==> src/rtl/alu_decode_stage.sv <==
// -----------------------------------------------------------------------------
// alu_decode_stage
//
// Decode-to-execute pipeline stage in front of the ALU. Takes one RV32I
// instruction per valid/ready handshake, decodes it into the ALU operation,
// operand selects and sign-extended immediate, and holds the result in a
// single output register until the execute stage takes it.
//
// Ports:
//   clk              rising-edge clock
//   rst              synchronous, active-high reset
//   in_valid         instruction present on in_instr
//   in_ready         stage can accept an instruction this cycle
//   in_instr         raw 32-bit instruction word
//   flush            discard the held and the incoming instruction
//   out_valid        decoded fields valid
//   out_ready        execute stage accepts the decoded fields
//   alu_control      ALU op (0000 add ... 1010 sgeu)
//   shift_right_type 1 = logical, 0 = arithmetic (only meaningful for op 1000)
//   src_a_sel        00 rs1, 01 PC, 10 zero
//   src_b_imm        1 = operand B from imm, 0 = rs2
//   imm              sign-extended immediate
//   illegal          instruction could not be decoded
// -----------------------------------------------------------------------------
module alu_decode_stage #(
    parameter int DATA_WIDTH = 32
) (
    input  logic                  clk,
    input  logic                  rst,
    input  logic                  in_valid,
    output logic                  in_ready,
    input  logic [31:0]           in_instr,
    input  logic                  flush,
    output logic                  out_valid,
    input  logic                  out_ready,
    output logic [3:0]            alu_control,
    output logic                  shift_right_type,
    output logic [1:0]            src_a_sel,
    output logic                  src_b_imm,
    output logic [DATA_WIDTH-1:0] imm,
    output logic                  illegal
);

    // ALU operation encodings seen by the execute stage.
    typedef enum logic [3:0] {
        ALU_ADD  = 4'b0000,
        ALU_SUB  = 4'b0001,
        ALU_AND  = 4'b0010,
        ALU_OR   = 4'b0011,
        ALU_XOR  = 4'b0100,
        ALU_SLT  = 4'b0101,
        ALU_SLTU = 4'b0110,
        ALU_SLL  = 4'b0111,
        ALU_SR   = 4'b1000,
        ALU_SGE  = 4'b1001,
        ALU_SGEU = 4'b1010
    } alu_op_e;

    typedef enum logic [1:0] {
        SRC_A_RS1  = 2'b00,
        SRC_A_PC   = 2'b01,
        SRC_A_ZERO = 2'b10
    } src_a_e;

    localparam logic [6:0] OPC_OP     = 7'b0110011;
    localparam logic [6:0] OPC_OP_IMM = 7'b0010011;
    localparam logic [6:0] OPC_LOAD   = 7'b0000011;
    localparam logic [6:0] OPC_JALR   = 7'b1100111;
    localparam logic [6:0] OPC_STORE  = 7'b0100011;
    localparam logic [6:0] OPC_BRANCH = 7'b1100011;
    localparam logic [6:0] OPC_LUI    = 7'b0110111;
    localparam logic [6:0] OPC_AUIPC  = 7'b0010111;
    localparam logic [6:0] OPC_JAL    = 7'b1101111;

    localparam logic [6:0] F7_BASE = 7'b0000000;
    localparam logic [6:0] F7_ALT  = 7'b0100000;

    // -------------------------------------------------------------------------
    // Instruction fields and immediate formats (all sign-extended from bit 31)
    // -------------------------------------------------------------------------
    logic [6:0]  opcode;
    logic [2:0]  funct3;
    logic [6:0]  funct7;
    logic [31:0] imm_i;
    logic [31:0] imm_s;
    logic [31:0] imm_b;
    logic [31:0] imm_u;
    logic [31:0] imm_j;
    logic [31:0] imm_shamt;

    assign opcode = in_instr[6:0];
    assign funct3 = in_instr[14:12];
    assign funct7 = in_instr[31:25];

    assign imm_i     = {{20{in_instr[31]}}, in_instr[31:20]};
    assign imm_s     = {{20{in_instr[31]}}, in_instr[31:25], in_instr[11:7]};
    assign imm_b     = {{19{in_instr[31]}}, in_instr[31], in_instr[7],
                        in_instr[30:25], in_instr[11:8], 1'b0};
    assign imm_u     = {in_instr[31:12], 12'b0};
    assign imm_j     = {{11{in_instr[31]}}, in_instr[31], in_instr[19:12],
                        in_instr[20], in_instr[30:21], 1'b0};
    // Shift-immediate forms carry only the 5-bit shamt, zero-extended.
    assign imm_shamt = {27'b0, in_instr[24:20]};

    // -------------------------------------------------------------------------
    // Combinational decode
    // -------------------------------------------------------------------------
    alu_op_e     dec_alu;
    logic        dec_srt;
    src_a_e      dec_asel;
    logic        dec_bimm;
    logic [31:0] dec_imm;
    logic        dec_ill;

    always_comb begin
        // NOTE: every output of this block gets a default up front so no path
        // through the case statements leaves one unassigned (no latches).
        dec_alu  = ALU_ADD;
        dec_srt  = 1'b1;
        dec_asel = SRC_A_RS1;
        dec_bimm = 1'b0;
        dec_imm  = 32'b0;
        dec_ill  = 1'b0;

        case (opcode)
            OPC_OP: begin
                if (funct7 == F7_BASE) begin
                    case (funct3)
                        3'b000: dec_alu = ALU_ADD;
                        3'b001: dec_alu = ALU_SLL;
                        3'b010: dec_alu = ALU_SLT;
                        3'b011: dec_alu = ALU_SLTU;
                        3'b100: dec_alu = ALU_XOR;
                        3'b101: dec_alu = ALU_SR;
                        3'b110: dec_alu = ALU_OR;
                        default: dec_alu = ALU_AND;
                    endcase
                end else if (funct7 == F7_ALT && funct3 == 3'b000) begin
                    dec_alu = ALU_SUB;
                end else if (funct7 == F7_ALT && funct3 == 3'b101) begin
                    dec_alu = ALU_SR;
                    dec_srt = 1'b0;
                end else begin
                    dec_ill = 1'b1;
                end
            end

            OPC_OP_IMM: begin
                dec_bimm = 1'b1;
                dec_imm  = imm_i;
                case (funct3)
                    3'b000: dec_alu = ALU_ADD;
                    3'b010: dec_alu = ALU_SLT;
                    3'b011: dec_alu = ALU_SLTU;
                    3'b100: dec_alu = ALU_XOR;
                    3'b110: dec_alu = ALU_OR;
                    3'b111: dec_alu = ALU_AND;
                    3'b001: begin
                        dec_alu = ALU_SLL;
                        dec_imm = imm_shamt;
                        if (funct7 != F7_BASE) dec_ill = 1'b1;
                    end
                    default: begin // 3'b101: srli / srai
                        dec_alu = ALU_SR;
                        dec_imm = imm_shamt;
                        if (funct7 == F7_ALT) begin
                            dec_srt = 1'b0;
                        end else if (funct7 != F7_BASE) begin
                            dec_ill = 1'b1;
                        end
                    end
                endcase
            end

            OPC_LOAD, OPC_JALR: begin
                dec_bimm = 1'b1;
                dec_imm  = imm_i;
            end

            OPC_STORE: begin
                dec_bimm = 1'b1;
                dec_imm  = imm_s;
            end

            OPC_BRANCH: begin
                // The branch target offset rides along for the PC adder; the
                // ALU itself only compares rs1 against rs2.
                dec_imm = imm_b;
                case (funct3)
                    3'b000, 3'b001: dec_alu = ALU_SUB;
                    3'b100:         dec_alu = ALU_SLT;
                    3'b101:         dec_alu = ALU_SGE;
                    3'b110:         dec_alu = ALU_SLTU;
                    3'b111:         dec_alu = ALU_SGEU;
                    default:        dec_ill = 1'b1;
                endcase
            end

            OPC_LUI: begin
                dec_asel = SRC_A_ZERO;
                dec_bimm = 1'b1;
                dec_imm  = imm_u;
            end

            OPC_AUIPC: begin
                dec_asel = SRC_A_PC;
                dec_bimm = 1'b1;
                dec_imm  = imm_u;
            end

            OPC_JAL: begin
                dec_asel = SRC_A_PC;
                dec_bimm = 1'b1;
                dec_imm  = imm_j;
            end

            default: dec_ill = 1'b1;
        endcase

        // Illegal instructions go downstream with neutral fields so the
        // consumer sees nothing but the illegal flag.
        if (dec_ill) begin
            dec_alu  = ALU_ADD;
            dec_srt  = 1'b1;
            dec_asel = SRC_A_RS1;
            dec_bimm = 1'b0;
            dec_imm  = 32'b0;
        end
    end

    // -------------------------------------------------------------------------
    // Handshake and output register
    // -------------------------------------------------------------------------
    logic load;

    assign in_ready = !out_valid || out_ready;
    assign load     = in_valid && in_ready && !flush;

    always_ff @(posedge clk) begin
        // NOTE: state is updated with non-blocking assignments so every
        // register samples the pre-edge values regardless of statement order.
        if (rst) begin
            out_valid        <= 1'b0;
            alu_control      <= ALU_ADD;
            shift_right_type <= 1'b1;
            src_a_sel        <= SRC_A_RS1;
            src_b_imm        <= 1'b0;
            imm              <= '0;
            illegal          <= 1'b0;
        end else if (flush) begin
            // Data registers keep stale contents; only the valid bit matters.
            out_valid <= 1'b0;
        end else if (load) begin
            out_valid        <= 1'b1;
            alu_control      <= dec_alu;
            shift_right_type <= dec_srt;
            src_a_sel        <= dec_asel;
            src_b_imm        <= dec_bimm;
            imm              <= DATA_WIDTH'(dec_imm);
            illegal          <= dec_ill;
        end else if (out_ready) begin
            out_valid <= 1'b0;
        end
    end

endmodule

==> config.mk <==
export PLATFORM = sky130hd
export DESIGN_NAME = alu_decode_stage
export DESIGN_NICKNAME = d
export VERILOG_FILES = /design/src/rtl/alu_decode_stage.sv
export SDC_FILE = /design/constraint.sdc
export NUM_CORES = 1
export LEC_CHECK = 0
export BUFFER_PORTS_ARGS = -buffer_cell sky130_fd_sc_hd__buf_2
export CORE_MARGIN = 8
export CORE_UTILIZATION = 25
export CTS_CLUSTER_DIAMETER = 100
export DETAILED_ROUTE_END_ITERATION = 8
export GPL_TIMING_DRIVEN = 0
export PLACE_DENSITY = 0.47
export SLEW_MARGIN = 20
export SYNTH_ARGS = -nofsm -noshare
export SYNTH_HDL_FRONTEND = slang
export SYNTH_SLANG_ARGS = --single-unit
==> constraint.sdc <==
create_clock -name clk -period 4.5 [get_ports clk]
set_input_delay 0 -clock clk [delete_from_list [all_inputs] [get_ports clk]]
set_output_delay 0 -clock clk [all_outputs]
set_load 0.005 [all_outputs]
==> results of run 1 <==
-- routing by layer --
| metal | vias up | wire length (um) | track usage |
|---|---|---|---|
| li1 | 1144 | - | - |
| met1 | 1038 | 3410 | 0.161 |
| met2 | 61 | 3170 | 0.187 |
| met3 | 6 | 529 | 0.0343 |
| met4 | 0 | 65 | 0.0303 |
| met5 | - | 0 | 0 |
-- cells by family (layout without fill, tap and decap cells) --
family	after synthesis	after routing
XOR/XNOR	1	1
flip-flops	42	42
AO/OA/AOI/OAI	95	95
multiplexers	1	1
AND/OR/NAND/NOR	100	100
buffers and inverters	23	123
-- report_power, final --
| group | switching (mW) | internal [mW] | total (mW) |
|---|---|---|---|
| Sequential | 0.000407 | 0.372 | 0.373 |
| Clock | 0.126 | 0.166 | 0.292 |
| Combinational | 0.0583 | 0.0407 | 0.0990 |
| Total | 0.185 | 0.579 | 0.764 |
-- path summary, 6_finish.rpt --
path / startpoint / endpoint / slack [ns]
min reg2reg: imm[28] / imm[28] / 0.45
min: in_instr[23] / imm[23] / 0.004
max reg2reg: out_valid / imm[10] / 2.31
max: in_instr[25] / alu_control[0] / 2.24
-- sequential cells by signal, indices dropped and copies added (netlist names) --
name and flops:
alu_control 4, illegal 1, imm 32, out_valid 1, shift_right_type 1, src_a_sel 2, src_b_imm 1
-- critical path: stages --
cell	delay [ns]
sky130_fd_sc_hd__dlygate4sd3_1	0.54
sky130_fd_sc_hd__buf_2	0.15
sky130_fd_sc_hd__nor4_4	0.36
sky130_fd_sc_hd__nand2_1	0.19
sky130_fd_sc_hd__a32o_1	0.32
sky130_fd_sc_hd__a211oi_4	0.43
sky130_fd_sc_hd__o2111ai_1	0.30
sky130_fd_sc_hd__o21ai_1	0.19
-- Yosys cell counts (4+ instances only) --
cell,count,area (um^2)
sky130_fd_sc_hd__a22oi_1,7,52.6
sky130_fd_sc_hd__nor3_1,6,30.0
sky130_fd_sc_hd__nand2b_1,8,50.1
sky130_fd_sc_hd__nor2_1,13,48.8
sky130_fd_sc_hd__nand2_1,42,158
sky130_fd_sc_hd__dfxtp_1,42,841
sky130_fd_sc_hd__buf_2,4,20.0
sky130_fd_sc_hd__a22o_2,6,60.1
sky130_fd_sc_hd__o21ai_2,9,78.8
sky130_fd_sc_hd__a21oi_1,28,140
sky130_fd_sc_hd__o21ai_1,15,75.1
sky130_fd_sc_hd__a31oi_1,4,25.0
sky130_fd_sc_hd__clkbuf_1,12,45.0
sky130_fd_sc_hd__o21ai_0,6,30.0
sky130_fd_sc_hd__nand3_1,6,30.0
-- final cells by class --
| cell class | instances | area [um^2] | area share |
|---|---|---|---|
| plain buffers | 21 | 106 | 0.0363 |
| clock buffers | 7 | 76.3 | 0.0261 |
| clock inverters | 1 | 30.0 | 0.0103 |
| inverters | 2 | 7.51 | 0.00256 |
| multi-input cells | 197 | 1190 | 0.407 |
| flip-flops and latches | 42 | 841 | 0.287 |
| well taps | 108 | 135 | 0.0461 |
| repair buffers | 92 | 541 | 0.185 |
-- metrics by stage --
step	utilization	area [um^2]	hold WS (ns)	instances	total power, mW
floorplan	-	2150	0.0793	262	0.431
global route	0.344	2930	0.0121	470	0.804
detailed placement	0.313	2660	0.199	446	0.470
global placement	0.313	2660	0.198	446	0.470
finish	0.344	2930	0.00432	470	0.764
CTS	0.344	2930	0.000693	470	0.777
==> results.sh, run 1 <==
export IMPL_detail_route_antenna_nets=0
export IMPL_antenna_diodes=0
export IMPL_cts_clk_slew_worst_paths_ns=0.07
export IMPL_yosysSeqAreaShare=0.392
export IMPL_vias=2249
export IMPL_clock_skew_ns=0.00912
export IMPL_number_of_max_capacitance_violations_reported=0
export IMPL_ff2ff_path_depth=5
export IMPL_synthCells=262
export IMPL_layout_cells_most_common_list="80 x sky130_fd_sc_hd__buf_2, 42 x sky130_fd_sc_hd__nand2_1, 42 x sky130_fd_sc_hd__dfxtp_1"
export IMPL_period_utilisation_layout=0.502
export IMPL_layout_drive_gt1_share=0.309
export IMPL_dominant_combinational_cell_family_by_area_after_synthesis="compound AO/OA/AOI/OAI gates"
export IMPL_grt_usage=0.120
export IMPL_place_gp_congestion=0.853
export IMPL_design_core_area_mm2=0.00851
export IMPL_holdPathStages=3
export IMPL_drt_total_wl_um=7180
export IMPL_antenna_found_initial=0
export IMPL_synth_compound_area_frac=0.299
export IMPL_floorplan_initialDensity=0.252
export IMPL_gr_total_overflow=0
export IMPL_slew_headroom=0.422
export IMPL_drt_pass_1_iters=4
export IMPL_synth_cell_area_mm2=0.00215
export IMPL_cts_root_to_sink_buffers=2
export IMPL_fp_dieH_um=109
export IMPL_areaGrowthSynthToFinish_pct=36.4
export IMPL_post_route_drc_count=0
export IMPL_cts_hold_buffers=16
export IMPL_setup_tns_final_ns=0
export IMPL_muxShareOfSynthArea=0.00466
export IMPL_total_power_per_unit_cell_area_mw_per_mm2=261
export IMPL_tritoncts="done"
export IMPL_synthArstFlopShare=0
export IMPL_nNetsFinal=398
export IMPL_insertion_delay_ns=0.29
export IMPL_run_status="complete, no violations"
export IMPL_synthesis_nets=299
export IMPL_buffer_ports_inserted=76
export IMPL_num_rows=34
export IMPL_worst_slew_pin_transition_ns=0.865
export IMPL_cts_htree_levels=2
export IMPL_post_dp_hpwl_um=5540
export IMPL_p_leak_nw=1.18
export IMPL_vdd_ir_drop_worst_mv=0.110
export IMPL_synth_edff_count=0
export IMPL_cts_sinks=42
export IMPL_finalHoldViolCount=0
export IMPL_die_width_um=109
export IMPL_fill_cells=935
export IMPL_synth_seq_cells=42
export IMPL_setup_viol=0
export IMPL_timing_final_ws_setup_ns=2.24
export IMPL_post_synthesis_adder_cell_area_fraction=0
export IMPL_postCtsSetupBuffers=0
export IMPL_grt_max_degree=13
export IMPL_timing_final_crit_period_ns=2.26
export IMPL_synth_avg_cell_area_um2=8.19
export IMPL_worst_ep_required_time_ns=4.72
export IMPL_viasPerCell=4.79
export IMPL_synthesis_yosys_warnings=0
export IMPL_postCtsResizedCells=0
export IMPL_fp_dieArea_mm2=0.0118
export IMPL_netlist_cell_type_count=50
export IMPL_post_place_worst_slack_ns=2.29
export IMPL_crit_type="input pin to flip-flop"
export IMPL_worst_setup_path_end_kind="flip-flop"
export IMPL_grt_first_pass_wirelength_um=11400
export IMPL_final_common_cell="sky130_fd_sc_hd__buf_2"
export IMPL_report_final_slew_viol_count=0
export IMPL_critical_path_peak_fanout=7
export IMPL_first_iter_violations=135
export IMPL_synth_ff_type="sky130_fd_sc_hd__dfxtp_1"
export IMPL_startpoint_type="input pin"
export IMPL_grt_pass1_vias=2206
export IMPL_cts_buffers=5
export IMPL_rsz_0062_raised_after_global_routing="false"
export IMPL_synth_simple_gate_area_share=0.248
export IMPL_post_synth_xor_area_fraction=0.00408
export IMPL_clock_fmax_mhz=443
export IMPL_num_io_pins=80
export IMPL_drt_wirelength_per_cell_um=15.3
export IMPL_worst_endpoint_arrival_ns=2.48
export IMPL_hold_path_class="input pin to flip-flop"
export IMPL_root_buffer_cell="sky130_fd_sc_hd__clkbuf_8"
(Power assumes the default switching activity.)
==> run 2, diff against run 1 <==
ABC_AREA = 1   (was default)
PLACE_DENSITY = 0.46   (was 0.47)
clock period = 2.1 ns   (was 4.5 ns; I/O delays follow)
==> results.sh, run 2 <==
export IMPL_cts_htree_levels=2
export IMPL_drt_pass_1_iters=4
export IMPL_run_status="complete, no violations"
export IMPL_finalHoldViolCount=0
export IMPL_setup_tns_final_ns=0
export IMPL_layout_drive_gt1_share=0.190
export IMPL_floorplan_initialDensity=0.254
export IMPL_critical_path_peak_fanout=10
export IMPL_r2r_end="shift_right_type"
export IMPL_synth_avg_cell_area_um2=5.68
export IMPL_nNetsFinal=604
export IMPL_rsz_0062_raised_after_global_routing="false"
export IMPL_insertion_delay_ns=0.30
export IMPL_timing_final_crit_period_ns=1.80
export IMPL_yosysMostFrequentCell="sky130_fd_sc_hd__nand2_1"
export IMPL_gr_total_overflow=0
export IMPL_report_final_slew_viol_count=0
export IMPL_synthesis_yosys_warnings=0
export IMPL_layout_cells_most_common_list="166 x sky130_fd_sc_hd__nand2_1, 91 x sky130_fd_sc_hd__nor2_1, 82 x sky130_fd_sc_hd__buf_2"
export IMPL_synth_ff_type="sky130_fd_sc_hd__dfxtp_1"
export IMPL_tritoncts="done"
export IMPL_fp_dieArea_mm2=0.0145
export IMPL_yosys_area_top_type_share=0.308
export IMPL_grtUsageMet2=0.228
export IMPL_slew_headroom=0.648
export IMPL_fp_dieH_um=121
export IMPL_number_of_max_capacitance_violations_reported=0
export IMPL_post_route_drc_count=0
export IMPL_ff2ff_path_depth=7
export IMPL_viasPerCell=4.57
export IMPL_design_core_area_mm2=0.0107
export IMPL_grt_pass1_vias=3232
export IMPL_largest_register_by_flop_count="imm"
export IMPL_r2r_setup_slack_ns=0.30
export IMPL_hold_path_class="input pin to flip-flop"
export IMPL_globalRoute_busiestLayer="met2"
export IMPL_drt_total_wl_um=9660
export IMPL_critical_path_endpoint="shift_right_type"
export IMPL_synth_top_cells_by_count="166 x sky130_fd_sc_hd__nand2_1, 91 x sky130_fd_sc_hd__nor2_1, 55 x sky130_fd_sc_hd__a21oi_1, 42 x sky130_fd_sc_hd__dfxtp_1, 29 x sky130_fd_sc_hd__inv_1"
export IMPL_critical_path_reg2reg_startpoint="out_valid"
export IMPL_num_io_pins=80
export IMPL_postCtsResizedCells=0
export IMPL_worst_slew_pin_transition_ns=0.528
export IMPL_detail_route_antenna_nets=0
export IMPL_root_buffer_cell="sky130_fd_sc_hd__clkbuf_8"
export IMPL_yosysSeqAreaShare=0.308
export IMPL_met3_usage=0.0401
export IMPL_postPlaceCellArea_mm2=0.00329
export IMPL_synth_seq_cells=42
export IMPL_buffer_ports_inserted=77
export IMPL_clock_skew_ns=0.00796
export IMPL_first_iter_violations=196
export IMPL_startpoint_type="flip-flop"
export IMPL_cts_sinks=42
export IMPL_critPathLaunch="out_valid"
export IMPL_num_rows=38
export IMPL_clock_fmax_mhz=556
export IMPL_cts_buffers=5
export IMPL_total_power_per_unit_cell_area_mw_per_mm2=493
export IMPL_vdd_ir_drop_worst_mv=0.284
export IMPL_yosys_area_top_type="sky130_fd_sc_hd__dfxtp_1"
export IMPL_drt_wirelength_per_cell_um=13.6
export IMPL_grt_usage=0.136
export IMPL_synthesis_nets=518
export IMPL_synth_area_leaders="sky130_fd_sc_hd__dfxtp_1 31%, sky130_fd_sc_hd__nand2_1 23%, sky130_fd_sc_hd__nor2_1 13%"
export IMPL_post_dp_hpwl_um=7850
export IMPL_setup_viol=0
export IMPL_worst_setup_path_end_kind="flip-flop"
export IMPL_regs_by_ff_count="imm: 32 flops, alu_control: 4 flops, src_a_sel: 2 flops"
export IMPL_synth_edff_count=0
export IMPL_crit_type="flip-flop to flip-flop"
export IMPL_areaGrowthSynthToFinish_pct=25.4
export IMPL_cts_root_to_sink_buffers=2
export IMPL_vias=3236
export IMPL_place_gp_congestion=0.864
export IMPL_grt_first_pass_wirelength_um=16000
export IMPL_synthArstFlopShare=0
export IMPL_final_area_mm2=0.00342
export IMPL_die_width_um=121
export IMPL_antenna_diodes=0
export IMPL_final_common_cell="sky130_fd_sc_hd__nand2_1"
export IMPL_synth_cell_area_mm2=0.00273
export IMPL_met1_layer_usage_reported_by_global_route=0.165
export IMPL_worst_endpoint_arrival_ns=1.99
export IMPL_worst_ep_required_time_ns=2.30
export IMPL_grt_max_degree=15
export IMPL_period_utilisation_layout=0.856
export IMPL_synthCells=481
export IMPL_largest_register_ffs=32
export IMPL_cts_clk_slew_worst_paths_ns=0.09
export IMPL_p_leak_nw=1.58
export IMPL_netlist_cell_type_count=23
export IMPL_antenna_found_initial=1
-- run 2: cell count changes in the layout (fill, tap and decap cells not counted), moves of 18 or more --
| cell | before | now |
|---|---|---|
| sky130_fd_sc_hd__nand2_1 | 42 | 166 |
| sky130_fd_sc_hd__nor2_1 | 13 | 91 |
| sky130_fd_sc_hd__a21oi_1 | 28 | 55 |
| sky130_fd_sc_hd__inv_1 | 2 | 29 |
| sky130_fd_sc_hd__nand3_1 | 6 | 24 |
-- run 2: cell type report --
type | instances | area [um^2]
plain buffers | 24 | 126
clock buffers | 5 | 68.8
inverters | 32 | 120
multi-input cells | 383 | 1640
repair buffers | 79 | 405
flip-flops and latches | 42 | 841
clock inverters | 3 | 43.8
fillers | 1264 | 7320
well taps | 140 | 175
-- run 2: worst min path at each step --
| stage | depth (start not counted) | from | endpoint | slack (ns) |
|---|---|---|---|---|
| after floorplan | 1 | flush | out_valid | 0.08 |
| after CTS | 3 | rst | shift_right_type | 0.1 |
| final | 3 | rst | shift_right_type | 0.09 |
| after detailed placement | 2 | flush | out_valid | 0.19 |
| after global routing | 3 | in_instr[5] | src_a_sel[1] | 0.13 |
| after global placement | 2 | flush | out_valid | 0.18 |
-- run 2: logic make-up (layout without fill, tap and decap cells) --
family / after synthesis / in the layout / share of synthesized area
buffers and inverters: 56 / 143 / 0.0902
AOI/OAI and AO/OA: 80 / 80 / 0.151
and+or+nand+nor: 303 / 303 / 0.451
DFF: 42 / 42 / 0.308
-- run 2: repair_timing --
action	CTS	global route
hold endpoints to repair	1	0
hold buffers	2	0
buffers inserted	0	0
-- run 2: worst max-delay path, stage by stage (launching register included) --
cell and delay (ns):
sky130_fd_sc_hd__dfxtp_1 0.32, sky130_fd_sc_hd__inv_1 0.05, sky130_fd_sc_hd__nor2_1 0.04, sky130_fd_sc_hd__nor3_1 0.35
sky130_fd_sc_hd__clkinv_1 0.36, sky130_fd_sc_hd__clkbuf_1 0.32, sky130_fd_sc_hd__a21oi_1 0.20, sky130_fd_sc_hd__nand2_1 0.06
-- run 2: metrics by stage --
step / power [mW] / setup WS [ns] / hold WS, ns / utilization / cells
floorplan: 0.935 / 0.694 / 0.0785 / - / 481
global placement: 1.03 / 0.244 / 0.184 / 0.306 / 698
detailed placement: 1.03 / 0.247 / 0.192 / 0.306 / 698
CTS: 1.71 / 0.245 / 0.0990 / 0.319 / 708
global route: 1.78 / 0.0588 / 0.134 / 0.319 / 708
finish: 1.69 / 0.302 / 0.0877 / 0.319 / 708
-- run 2: layer usage --
metal | vias to the layer above | wire length, um
li1 | 1693 | -
met1 | 1447 | 4440
met2 | 86 | 4390
met3 | 8 | 712
met4 | 2 | 102
met5 | - | 13
-- run 2: where the power goes --
part | total [mW] | switching (mW) | internal, mW
clock | 0.672 | 0.315 | 0.357
sequential | 0.801 | 0.00183 | 0.799
combinational | 0.215 | 0.148 | 0.0666
total | 1.69 | 0.465 | 1.22
